### src/rtl/mdu_ctl_if.sv
// mdu_ctl_if -- core-side request/response channel of the eJ32 multiply/divide
// sequencer.
//   req_valid/req_ready : request handshake (master drives valid)
//   req_op              : 00 MUL, 01 MULH, 10 DIV, 11 REM
//   req_a/req_b         : signed operands
//   rsp_valid/rsp_ready : response handshake (slave drives valid)
//   rsp_data/rsp_dbz    : result word and divide-by-zero flag
// Modports: master = core, slave = mdu_ctl.
`timescale 1ns/1ps
interface mdu_ctl_if #(
   parameter int unsigned DSZ = 32
);
   logic           req_valid;
   logic           req_ready;
   logic [1:0]     req_op;
   logic [DSZ-1:0] req_a;
   logic [DSZ-1:0] req_b;
   logic           rsp_valid;
   logic           rsp_ready;
   logic [DSZ-1:0] rsp_data;
   logic           rsp_dbz;

   modport master (
      output req_valid, req_op, req_a, req_b, rsp_ready,
      input  req_ready, rsp_valid, rsp_data, rsp_dbz
   );

   modport slave (
      input  req_valid, req_op, req_a, req_b, rsp_ready,
      output req_ready, rsp_valid, rsp_data, rsp_dbz
   );
endinterface

### src/rtl/mdu_ctl.sv
// mdu_ctl -- multiply/divide sequencer for the eJ32 ALU path.
// Accepts one request at a time, converts signed operands to magnitudes,
// drives the shared unsigned multiplier (combinational) or the iterative
// divider (start/busy), applies Java sign rules and returns one result.
// Ports:
//   clk, rst_n              : clock, asynchronous active-low reset
//   bus (mdu_ctl_if.slave)  : request/response handshake channel
//   mul_a, mul_b / mul_r    : magnitudes to multiplier / 2*DSZ unsigned product
//   div_start               : one-cycle start pulse to divider
//   div_x, div_y            : magnitudes to divider
//   div_busy, div_dbz       : divider iterating / zero-divisor flag
//   div_q, div_r            : unsigned quotient / remainder
// Optional feature: define MDU_DBZ_EN to short-circuit DIV/REM by zero
// (result 0, rsp_dbz=1, divider never started). Without it the divider runs
// on a zero divisor and rsp_dbz reflects div_dbz.
`timescale 1ns/1ps
module mdu_ctl #(
   parameter int unsigned DSZ = 32
) (
   input  logic             clk,
   input  logic             rst_n,
   mdu_ctl_if.slave         bus,
   output logic [DSZ-1:0]   mul_a,
   output logic [DSZ-1:0]   mul_b,
   input  logic [2*DSZ-1:0] mul_r,
   output logic             div_start,
   output logic [DSZ-1:0]   div_x,
   output logic [DSZ-1:0]   div_y,
   input  logic             div_busy,
   input  logic             div_dbz,
   input  logic [DSZ-1:0]   div_q,
   input  logic [DSZ-1:0]   div_r
);

   typedef enum logic [2:0] {
      S_IDLE,
      S_MUL,
      S_DSTART,
      S_DWAIT,
      S_DONE
   } state_t;

   state_t           state;
   logic [1:0]       op;
   logic [DSZ-1:0]   mag_a;
   logic [DSZ-1:0]   mag_b;
   logic             sa;
   logic             sb;

   logic [DSZ-1:0]   abs_a;
   logic [DSZ-1:0]   abs_b;
   logic [2*DSZ-1:0] prod_s;
   logic [DSZ-1:0]   quo_s;
   logic [DSZ-1:0]   rem_s;

`ifdef MDU_DBZ_EN
   logic unused_div_dbz;
   assign unused_div_dbz = div_dbz;
`endif

   // Magnitudes wrap naturally: |min_int| stays 0x80..0 read as unsigned.
   always_comb begin
      abs_a  = bus.req_a[DSZ-1] ? ('0 - bus.req_a) : bus.req_a;
      abs_b  = bus.req_b[DSZ-1] ? ('0 - bus.req_b) : bus.req_b;
      prod_s = (sa ^ sb) ? ('0 - mul_r) : mul_r;
      quo_s  = (sa ^ sb) ? ('0 - div_q) : div_q;
      // Remainder sign follows the dividend only.
      rem_s  = sa ? ('0 - div_r) : div_r;
   end

   assign mul_a = mag_a;
   assign mul_b = mag_b;
   assign div_x = mag_a;
   assign div_y = mag_b;

   always_ff @(posedge clk or negedge rst_n) begin
      if (!rst_n) begin
         state         <= S_IDLE;
         bus.req_ready <= 1'b1;
         bus.rsp_valid <= 1'b0;
         bus.rsp_data  <= '0;
         bus.rsp_dbz   <= 1'b0;
         div_start     <= 1'b0;
         op            <= '0;
         mag_a         <= '0;
         mag_b         <= '0;
         sa            <= 1'b0;
         sb            <= 1'b0;
      end else begin
         div_start <= 1'b0;
         case (state)
            S_IDLE: begin
               if (bus.req_valid && bus.req_ready) begin
                  op            <= bus.req_op;
                  mag_a         <= abs_a;
                  mag_b         <= abs_b;
                  sa            <= bus.req_a[DSZ-1];
                  sb            <= bus.req_b[DSZ-1];
                  bus.req_ready <= 1'b0;
                  if (!bus.req_op[1]) begin
                     state <= S_MUL;
`ifdef MDU_DBZ_EN
                  end else if (bus.req_b == '0) begin
                     state         <= S_DONE;
                     bus.rsp_valid <= 1'b1;
                     bus.rsp_data  <= '0;
                     bus.rsp_dbz   <= 1'b1;
`endif
                  end else begin
                     // div_start is registered, so it is high exactly while in DSTART.
                     state     <= S_DSTART;
                     div_start <= 1'b1;
                  end
               end
            end
            S_MUL: begin
               bus.rsp_data  <= op[0] ? prod_s[2*DSZ-1:DSZ] : prod_s[DSZ-1:0];
               bus.rsp_dbz   <= 1'b0;
               bus.rsp_valid <= 1'b1;
               state         <= S_DONE;
            end
            S_DSTART: begin
               state <= S_DWAIT;
            end
            S_DWAIT: begin
               if (!div_busy) begin
                  bus.rsp_data  <= op[0] ? rem_s : quo_s;
`ifdef MDU_DBZ_EN
                  bus.rsp_dbz   <= 1'b0;
`else
                  bus.rsp_dbz   <= div_dbz;
`endif
                  bus.rsp_valid <= 1'b1;
                  state         <= S_DONE;
               end
            end
            S_DONE: begin
               if (bus.rsp_ready) begin
                  bus.rsp_valid <= 1'b0;
                  bus.req_ready <= 1'b1;
                  state         <= S_IDLE;
               end
            end
            default: begin
               state         <= S_IDLE;
               bus.req_ready <= 1'b1;
               bus.rsp_valid <= 1'b0;
            end
         endcase
      end
   end

endmodule

### src/flat_wrapper.sv
// flat-port wrapper written by rule: the top's interface ports become plain ports
module mdu_ctl_flat 
#(
   parameter int unsigned DSZ = 32
)
  (clk, rst_n, mul_a, mul_b, mul_r, div_start, div_x, div_y, div_busy, div_dbz, div_q, div_r, bus_req_valid, bus_req_op, bus_req_a, bus_req_b, bus_rsp_ready, bus_req_ready, bus_rsp_valid, bus_rsp_data, bus_rsp_dbz);
  mdu_ctl_if #(.DSZ(DSZ)) bus_i ();
  input  logic clk;
  input  logic rst_n;
  output logic [DSZ-1:0] mul_a;
  output logic [DSZ-1:0] mul_b;
  input  logic [2*DSZ-1:0] mul_r;
  output logic div_start;
  output logic [DSZ-1:0] div_x;
  output logic [DSZ-1:0] div_y;
  input  logic div_busy;
  input  logic div_dbz;
  input  logic [DSZ-1:0] div_q;
  input  logic [DSZ-1:0] div_r;
  input wire logic [$bits(bus_i.req_valid)-1:0] bus_req_valid;
  input wire logic [$bits(bus_i.req_op)-1:0] bus_req_op;
  input wire logic [$bits(bus_i.req_a)-1:0] bus_req_a;
  input wire logic [$bits(bus_i.req_b)-1:0] bus_req_b;
  input wire logic [$bits(bus_i.rsp_ready)-1:0] bus_rsp_ready;
  output wire logic [$bits(bus_i.req_ready)-1:0] bus_req_ready;
  output wire logic [$bits(bus_i.rsp_valid)-1:0] bus_rsp_valid;
  output wire logic [$bits(bus_i.rsp_data)-1:0] bus_rsp_data;
  output wire logic [$bits(bus_i.rsp_dbz)-1:0] bus_rsp_dbz;
  assign bus_i.req_valid = bus_req_valid;
  assign bus_i.req_op = bus_req_op;
  assign bus_i.req_a = bus_req_a;
  assign bus_i.req_b = bus_req_b;
  assign bus_i.rsp_ready = bus_rsp_ready;
  assign bus_req_ready = bus_i.req_ready;
  assign bus_rsp_valid = bus_i.rsp_valid;
  assign bus_rsp_data = bus_i.rsp_data;
  assign bus_rsp_dbz = bus_i.rsp_dbz;
  mdu_ctl #(.DSZ(DSZ)) u_core (.clk(clk), .rst_n(rst_n), .bus(bus_i), .mul_a(mul_a), .mul_b(mul_b), .mul_r(mul_r), .div_start(div_start), .div_x(div_x), .div_y(div_y), .div_busy(div_busy), .div_dbz(div_dbz), .div_q(div_q), .div_r(div_r));
endmodule
### config.mk
export PLATFORM = sky130hd
export DESIGN_NAME = mdu_ctl_flat
export DESIGN_NICKNAME = d
export VERILOG_FILES = /design/src/rtl/mdu_ctl_if.sv /design/src/rtl/mdu_ctl.sv /design/src/flat_wrapper.sv
export SDC_FILE = /design/constraint.sdc
export NUM_CORES = 1
export LEC_CHECK = 0
export CAP_MARGIN = 20
export CELL_PAD_IN_SITES_DETAIL_PLACEMENT = 1
export CELL_PAD_IN_SITES_GLOBAL_PLACEMENT = 2
export CORE_MARGIN = 5
export CORE_UTILIZATION = 22
export CTS_CLUSTER_SIZE = 30
export DETAILED_ROUTE_END_ITERATION = 16
export PLACE_DENSITY = 0.78
export SLEW_MARGIN = 20
export SYNTH_ARGS = -nofsm -noshare
export SYNTH_HDL_FRONTEND = slang
export SYNTH_SLANG_ARGS = --single-unit
### constraint.sdc
create_clock -name clk -period 2.2 [get_ports clk]
set_clock_uncertainty 0.05 [all_clocks]
set_input_delay 0.55 -clock clk [delete_from_list [all_inputs] [get_ports clk]]
set_output_delay 0.55 -clock clk [all_outputs]
set_load 0.01 [all_outputs]
==> impl_metrics.ini, run 1 <==
[routing]
wl_um = 60200
drt-wirelength-per-cell_um = 23.1
ant_nets = 0
remaining_drc_errors = 0
first_iter_violations = 511
drt_pass1_iterations = 5
viasPerCell = 4.93
routed-via-count = 12900

[sta]
fmax_ghz = 0.366
rsz0062_at_grt = true
worst_slack_ns = -0.534
drv_slew = 0
post-route-period-util = 1.24
setup_viol = 40
min_period_ns = 2.73
worst_pin_slew_ns = 0.510
hold_viol = 0
max-slew-margin-rel = 0.660

[place]
dp.cells = 2513
port_buffers = 363
dpl.hpwl_um = 49200
place_congestion = 0.938
dp_slack_ns = -1.44

[clock_network]
cts_hold_buffers = 0
clock-sinks = 106
clock-root-buffer = clkbuf_16
ctsHtreeMaxLevel = 3
clk_pin_slew_ns = 0.08
numCtsBuffers = 9
clock_path_buffers = 2
clk_latency_ns = 0.38
cts_tree = built

[final_layout]
multi_input_comb_area_um2 = 8010
fin_nets = 2217
syn2layout_area_growth_pct = 105
fillers = 4980
final_cell_count_no_fill = 2609
regArea_um2 = 2650
drive_above_1_share = 0.424

[global_route]
grt_pass1_vias = 14300
grt_start_max_net_pins = 39
grt_overflow = 0
antenna_found_initial = 14
track_usage = 0.243
grt_first_pass_wirelength_um = 87900

[synthesis]
syn-cell-area_um2 = 9580
syn_nets = 1454
yosysSeqAreaShare = 0.277
yosys_warnings = 0
synth.distinct_cells = 67
syn_area_per_cell_um2 = 7.67
synth_most_common_cell = nand2_1
ys.flop_type = dfrtp_1
synth_common_cells = 165 x nand2_1, 134 x o21ai_0, 105 x dfrtp_1, 98 x xor2_1, 86 x nor2_1
netlist_instances = 1249
synth-seq-cells = 106
ys_top_cells_by_area = dfrtp_1 27%, xor2_1 9.0%, o21ai_0 7.0%
synth_top_area_frac = 0.274
async_reset_ff_frac = 1.00
synth_edf_count = 0
yosysTopAreaCell = dfrtp_1

[floorplan]
core_area_um2 = 43100
io_pins = 364
floorplan.die.width_um = 219
die_area_um2 = 47800
die_h_um = 219
num_rows = 76
start_util = 0.222

[worst_setup_path]
crit_type = input port to flip-flop
cp_max_fo = 2
critPathRequiredTime_ns = 2.42
worst_ep_arrival_time_ns = 2.96
worstSetupStartpointType = input port
cp-end-kind = flip-flop

[outcome]
status = finished with violations
violations = negative setup slack

[min_path]
hp-class = input port to async pin

[power_and_ir_drop]
peakVddDrop_v = 0.000638
p_leak_nw = 8.44
power_density_nw_per_um2 = 1040

[job]
maxCapViolCount = 0
-- final cells by class --
class	instances	area share
clock buffer	10	0.0122
clock inverter	6	0.00332
sequential	106	0.135
inverter	22	0.00536
multi-input combinational	997	0.409
timing repair buffer	876	0.397
antenna	7	0.000894
tap	585	0.0373
-- worst max-delay path, stage by stage --
cell and delay [ns]:
buf_6 0.09, or4_4 0.53, or3_4 0.36, or4_4 0.53, or4_4 0.45, o31ai_4 0.19, xor2_1 0.17, o21ai_1 0.07
-- state kept, by name, indices dropped and copies added, names as in the netlist --
register / flops
u_core.bus.rsp_dbz: 1
u_core.div_x: 32
u_core.bus.rsp_valid: 1
u_core.div_start: 1
u_core.state: 3
u_core.op: 1
u_core.sa: 1
u_core.sb: 1
u_core.bus.rsp_data: 32
u_core.div_y: 32
u_core.bus.req_ready: 1
-- path summary, 6_finish.rpt --
| kind | slack, ns | cells after the start | from | endpoint |
|---|---|---|---|---|
| worst max-delay path | -0.53 | 8 | bus_req_a[15] | u_core.div_x[28] |
| worst min-delay path | 0.08 | 1 | rst_n | u_core.div_x[22] |
| worst max register to register | 0 | 8 | u_core.sa | u_core.bus.rsp_data[19] |
| worst min register to register | 0.44 | 2 | u_core.bus.rsp_dbz | u_core.bus.rsp_dbz |
| max in group asynchronous | 1.33 | 2 | rst_n | u_core.div_y[6] |
| min in group clk | 0.38 | 3 | bus_req_a[0] | u_core.div_x[0] |
-- stage by stage --
step | power (W) | hold WS, ns | TNS [ns] | util | instance area (um^2)
after floorplan | 0.0100 | 0.204 | -9.09 | - | 10100
after global placement | 0.0169 | 0.407 | -67.21 | 0.399 | 17200
after detailed placement | 0.0171 | 0.421 | -71.11 | 0.399 | 17200
after CTS | 0.0199 | 0.0726 | -9.54 | 0.438 | 18900
after global routing | 0.0215 | 0.0962 | -10.59 | 0.455 | 19600
final | 0.0203 | 0.0800 | -8.51 | 0.455 | 19600
-- logic make-up after synthesis --
logic type               Yosys count  synth area share
AND/OR/NAND/NOR                  483             0.251
AO/OA/AOI/OAI                    337             0.222
XOR/XNOR                         158             0.144
buffers and inverters            146            0.0824
flip-flops                       106             0.277
multiplexers                      14            0.0165
adder cells (fa/ha/maj)            5           0.00653
-- power breakdown --
group          leakage, nW  switching (W)  internal, W  total, W
logic                 6.99        0.00757      0.00714    0.0147
registers             1.30        0.00102      0.00284   0.00386
clock network        0.150       0.000917     0.000839   0.00176
-- routing by layer --
metal,GRT usage,part of all wire
met5,0,0.0014
met4,0.109,0.045
met3,0.0536,0.056
met2,0.431,0.50
met1,0.281,0.40
-- cell usage in the layout, fill, tap and decap left out, types with 34 or more instances in the layout --
master and count:
dlygate4sd2_1 36, nor2_1 76, clkdlybuf4s50_1 231, buf_4 432, buf_6 97, o21ai_0 86
a21oi_1 40, o21ai_1 34, dfrtp_1 105, xnor2_1 47, xor2_1 90, nand2_1 155
-- timing repair --
action / 4_1_cts / 5_1_grt
resized for setup: 519 / 186
cloned: 0 / 0
setup endpoints to repair: 76 / 61
setup buffers: 65 / 24
pin swaps: 190 / 170
(Power assumes the default switching activity.)
==> run 2: changes to the inputs <==
--- a/config.mk
+++ b/config.mk
@@ -10,6 +10,7 @@
 export CELL_PAD_IN_SITES_GLOBAL_PLACEMENT = 2
 export CORE_MARGIN = 5
 export CORE_UTILIZATION = 22
+export CTS_CLUSTER_DIAMETER = 100
 export CTS_CLUSTER_SIZE = 30
 export DETAILED_ROUTE_END_ITERATION = 16
 export PLACE_DENSITY = 0.78
==> results of run 2 <==
No change in the layout: final DEF, timing and power equal those of run 1.
==> variant 1 (config.mk and constraints of run 1) <==
Build with the macro `MDU_DBZ_EN` defined.
--- a/src/rtl/mdu_ctl.sv
+++ b/src/rtl/mdu_ctl.sv
@@ -14,6 +14,8 @@
 // (result 0, rsp_dbz=1, divider never started). Without it the divider runs
 // on a zero divisor and rsp_dbz reflects div_dbz.
 `timescale 1ns/1ps
+`define MDU_DBZ_EN
+
 module mdu_ctl #(
    parameter int unsigned DSZ = 32
 ) (
Behaviour: not the same (Yosys sat finds a counterexample within 4 cycles, from zero or initial values and one cycle with rst_n low).
==> variant 1 against run 1 <==
  * The run still ends with setup timing left
  * Non-clock buffer count fell by 46
  * Worst setup slack got worse by 68 ps
  * Cell area fell by 4.3%
  * Area after synthesis fell by 1.7%
  * Sequential cell count did not move
  * Sequential share of layout area rose by 0.62 points
  * Total power fell by 1.5%
  * Wire length fell by 8.7%
  * Largest power group unchanged
==> variant 1: results (changes against run 1) <==
Route
  • DRT Pass-1 Iters: 4 (-1)

Finish
  • Clk_buf instances: 9 (-1)
  • Area of the multi-input gates: 7586 µm² (-5.3%)
  • Final Core Density: 44.52% (-0.99 points)
  • #MultiIn Comb: 926 (-7.1%)
  • Finished Layout Cells: 2,441 (-6.4%)
  • Final Net Count: 2,100 (-5.3%)
  • # diodes: 2 (-5)
  • Fillers: 4,843 (-2.8%)
  • Share of cells above drive strength 1: 41.58% (-0.86 points)
  • ClkCell Share: 1.561% (+0.0098 points)

Yosys
  • Synth Net Count: 1,385 (-4.7%)
  • Ranking of synthesized cells by area: dfrtp_1 28%, xor2_1 10%, o21ai_0 5.5%

STA
  • Setup violations, final: 64 (+60%)
  • Worst slew pin tran: 615.1 ps (+105.3 ps)
  • Final worst-path setup slack: -602.2 ps (-67.90 ps)

Pwr
  • Register share of total power: 19.4% (+0.4 points)
  • Switching power: 9.246 mW (-2.7%)
  • Gate power share: 72.2% (-0.2 points)
  • Leakage power: 8.184 nW (-3.1%)

Floorplan
  • Die area: 47,040 µm² (-1.6%)

Status
  • Failing checks: setup timing
  • Status: finished, violations left

Placement
  • Placer Congestion: 0.9319 (-0.67%)
  • Dpl ws: -1358 ps (+80.86 ps)
  • IO buf count: 362 (-0.28%)

GRT
  • Initial antenna violation count: 2 (-12)
  • Overall Global Routing Usage: 21.84% (-2.5 points)
  • Vias in the first global route: 13,010 (-9.2%)

Worst setup path
  • Worst Reg-to-Reg Cells: 7 (-1)
  • Worst Path Arrival: 2990 ps (+30 ps)
  • Crit path capture: u_core.div_x[30]$_DFFE_PN0P_
==> variant 1: changes by cell type after synthesis, sizes merged, moves of 8 or more <==
cell,before,now
nor4,38,27
o41ai,14,23
or3,26,16
o21ai,135,127
nand2,165,129
a221o,0,8
xor2,98,110
==> variant 1: repair_timing <==
action	in CTS	in global routing
cloned	5	0
endpoints found under the setup margin	82	74
resized for setup	410	229
setup buffers	58	46
pin swaps	125	137
hold buffers	0	0
==> variant 1: worst min-delay path by stage <==
| stage | slack [ps] | cells after the start | end | start |
|---|---|---|---|---|
| final | 40 | 1 | u_core.div_y[8]$_DFFE_PN0P_ | rst_n |
| after detailed placement | 440 | 1 | u_core.div_y[9]$_DFFE_PN0P_ | rst_n |
| after CTS | 30 | 1 | u_core.div_y[9]$_DFFE_PN0P_ | rst_n |
| after global routing | 40 | 1 | u_core.div_y[8]$_DFFE_PN0P_ | rst_n |
| after floorplan | 200 | 0 | u_core.bus.rsp_data[0]$_DFFE_PN0P_ | rst_n |
| after global placement | 430 | 1 | u_core.bus.rsp_data[25]$_DFFE_PN0P_ | u_core.bus.rsp_data[25]$_DFFE_PN0P_ |
==> variant 1: cell families after synthesis <==
logic type               synth area share [%]
XOR/XNOR                                15.44
AND/OR/NAND/NOR                         21.67
flip-flops                              28.18
adder cells (fa/ha/maj)                0.6644
multiplexers                            1.329
buffers and inverters                   8.637
AO/OA/AOI/OAI                           24.08
==> variant 1: worst max-delay path, stage by stage <==
cell and delay, ps:
buf_2 110, or4_4 520, or4_4 440, or2_4 270
or3_4 410, buf_12 160, o31ai_4 240, xor2_1 190
o21ai_1 100
==> variant 1: metal layers <==
metal,track usage [%],vias up,part of all wire (%)
li1,-,5683,-
met3,4.072,71,5.7
met4,5.140,2,2.5
met2,40.65,410,51
met1,26.02,6083,41
met5,0,-,0.024
==> variant 2 (config.mk and constraints of run 1) <==
Made on the original files. Reset style: synchronous (`rst_n`), changed in one clocked block. Comments in the files are not updated.
--- a/src/rtl/mdu_ctl.sv
+++ b/src/rtl/mdu_ctl.sv
@@ -73,7 +73,7 @@
    assign div_x = mag_a;
    assign div_y = mag_b;
 
-   always_ff @(posedge clk or negedge rst_n) begin
+   always_ff @(posedge clk) begin
       if (!rst_n) begin
          state         <= S_IDLE;
          bus.req_ready <= 1'b1;
Behaviour: differs if rst_n is asserted again (counterexample within 4 cycles, from zero or initial values and one cycle with rst_n low); with rst_n held inactive, the same outputs for 4 cycles.
==> variant 2 against run 1 <==
  * The run still ends with setup timing left
  * Largest cell class unchanged
  * Clock power grew 7%
  * Die area shrank 3.1%
  * Sequential cell count is the same
  * Non-clock buffer count shrank 30
  * Total power shrank 28%
  * Critical path type unchanged
  * First-iteration DRC count grew 33%
  * Worst setup slack lost 80 ps
  * Area after synthesis shrank 3.3%
  * Cell area shrank 4.6%
  * Synthesized cell count shrank 1.8%
  * Utilization shrank 0.83 points
  * Wire length shrank 5.6%
==> variant 2: results (changes against run 1) <==
Status
  • Status: finished, violations left
  • Failing checks: setup timing

Worst setup path
  • R2R setup slack: 60 ps (+60 ps)
  • Worst Reg-to-Reg Cells: 9 (+1)
  • Crit. Startpoint: div_r[4]
  • Worst Path Arrival: 3050 ps (+90 ps)
  • Launching point of the worst reg2reg path: u_core.sb$_SDFFE_PN0P_
  • Crit path capture: u_core.bus.rsp_data[25]$_SDFFE_PN0P_
  • Reg2reg end: u_core.bus.rsp_data[12]$_SDFFE_PN0P_

GRT
  • Vias in the first global route: 13,700 (-4.4%)
  • GR Util met1: 27.57% (-0.48 points)
  • Met2 Use GR: 40.93% (-2.2 points)
  • Overall Global Routing Usage: 23.11% (-1.2 points)
  • First-pass GRT wire length: 82,940 µm (-5.6%)
  • Initial antenna violation count: 7 (-7)
  • Largest net degree at the start of global routing: 54 (+38%)

Finish
  • Share of cells above drive strength 1: 39.83% (-2.6 points)
  • Fillers: 4,881 (-2.0%)
  • Final Net Count: 2,151 (-3.0%)

STA
  • Slew HR: 63.35% (-2.7 points)
  • WHS: 422.9 ps (+342.9 ps)
  • Final worst-path setup slack: -614.5 ps (-80.17 ps)
  • Setup violations, final: 45 (+13%)

Route
  • WL met2: 28,080 µm (-6.1%)
  • Via count: 12,630 (-1.8%)
  • Initial DRC Count: 678 (+33%)
  • Routed WL: 56,840 µm (-5.6%)
  • Met1 WL: 23,450 µm (-2.9%)

Yosys
  • Asr flop ratio synth: 0% (-100 points)
  • Ranking of synthesized cells by area: dfxtp_1 23%, xor2_1 9.4%, o21ai_0 5.9%
  • Average size of a mapped cell: 7.555 µm² (-1.5%)
  • Main synth FF type: dfxtp_1
  • Post-synth top cells: 125 x nand2_1, 110 x o21ai_0, 106 x dfxtp_1
  • Post-synthesis sequential area ratio: 22.89% (-4.8 points)
  • Synth Net Count: 1,432 (-1.5%)
  • Number of distinct library cells after synthesis: 70 (+4.5%)

Min path
  • Worst min path class: reg2reg

Placement
  • HPWL after detailed placement: 45,360 µm (-7.9%)
  • Placer Congestion: 0.9042 (-3.6%)

Pwr
  • Leakage power: 7.738 nW (-8.4%)
  • Max IR drop VDD: 0.5179 mV (-19%)
  • P_int: 8.283 mW (-23%)
## variant 2: tightest hold or removal path: stages, from the launching register on
cell	delay, ps
dfxtp_1	340
nand2_1	60
nand2_1	40
## variant 2: logic make-up (layout without fill, tap and decap cells)
family	after synthesis	count (layout)	synth area share (%)
muxes	16	16	1.944
buffers and inverters	152	876	8.746
adders and majority gates	5	5	0.6749
xor gates and xnor gates	156	156	14.74
and+or+nand+nor	407	407	22.80
AOI/OAI and AO/OA	385	385	28.21
DFF	106	106	22.89
other	0	2	0
## variant 2: area by class of cell
class / count / area (µm²) / area share, %
repair buffers: 846 / 7515 / 40.19
diodes: 2 / 5.005 / 0.02677
clock buffers: 9 / 225.2 / 1.204
flip-flops and latches: 106 / 2125 / 11.36
multi-input cells: 969 / 7986 / 42.71
well taps: 539 / 674.4 / 3.607
clock inverters: 7 / 112.6 / 0.6022
inverters: 14 / 55.05 / 0.2944
## variant 2: power groups by stage
stage / Clock, mW / Combinational (mW) / Sequential (mW)
after floorplan: 0 / 3.99 / 3.29
after global placement: 0 / 8.80 / 3.30
after detailed placement: 0 / 8.92 / 3.30
after CTS: 1.94 / 9.30 / 3.28
after global routing: 2.00 / 10.1 / 3.37
final: 1.88 / 9.55 / 3.28
## variant 2: stage by stage
step           setup slack, ps  util, %  TNS, ps
3_5_place_dp             -1305    39.39   -70390
5_1_grt                 -683.0    44.67   -17860
2_1_floorplan           -753.0        -   -19590
6_report                -614.5    44.68   -15160
3_3_place_gp             -1268    39.39   -67000
4_1_cts                 -624.5    42.97   -16180
## variant 2: timing repair
item                                    CTS  global route
hold buffers                              0             0
endpoints found under the setup margin   74            67
buffers inserted                         60            32
resized for setup                       449           120
pin swaps                               189           120
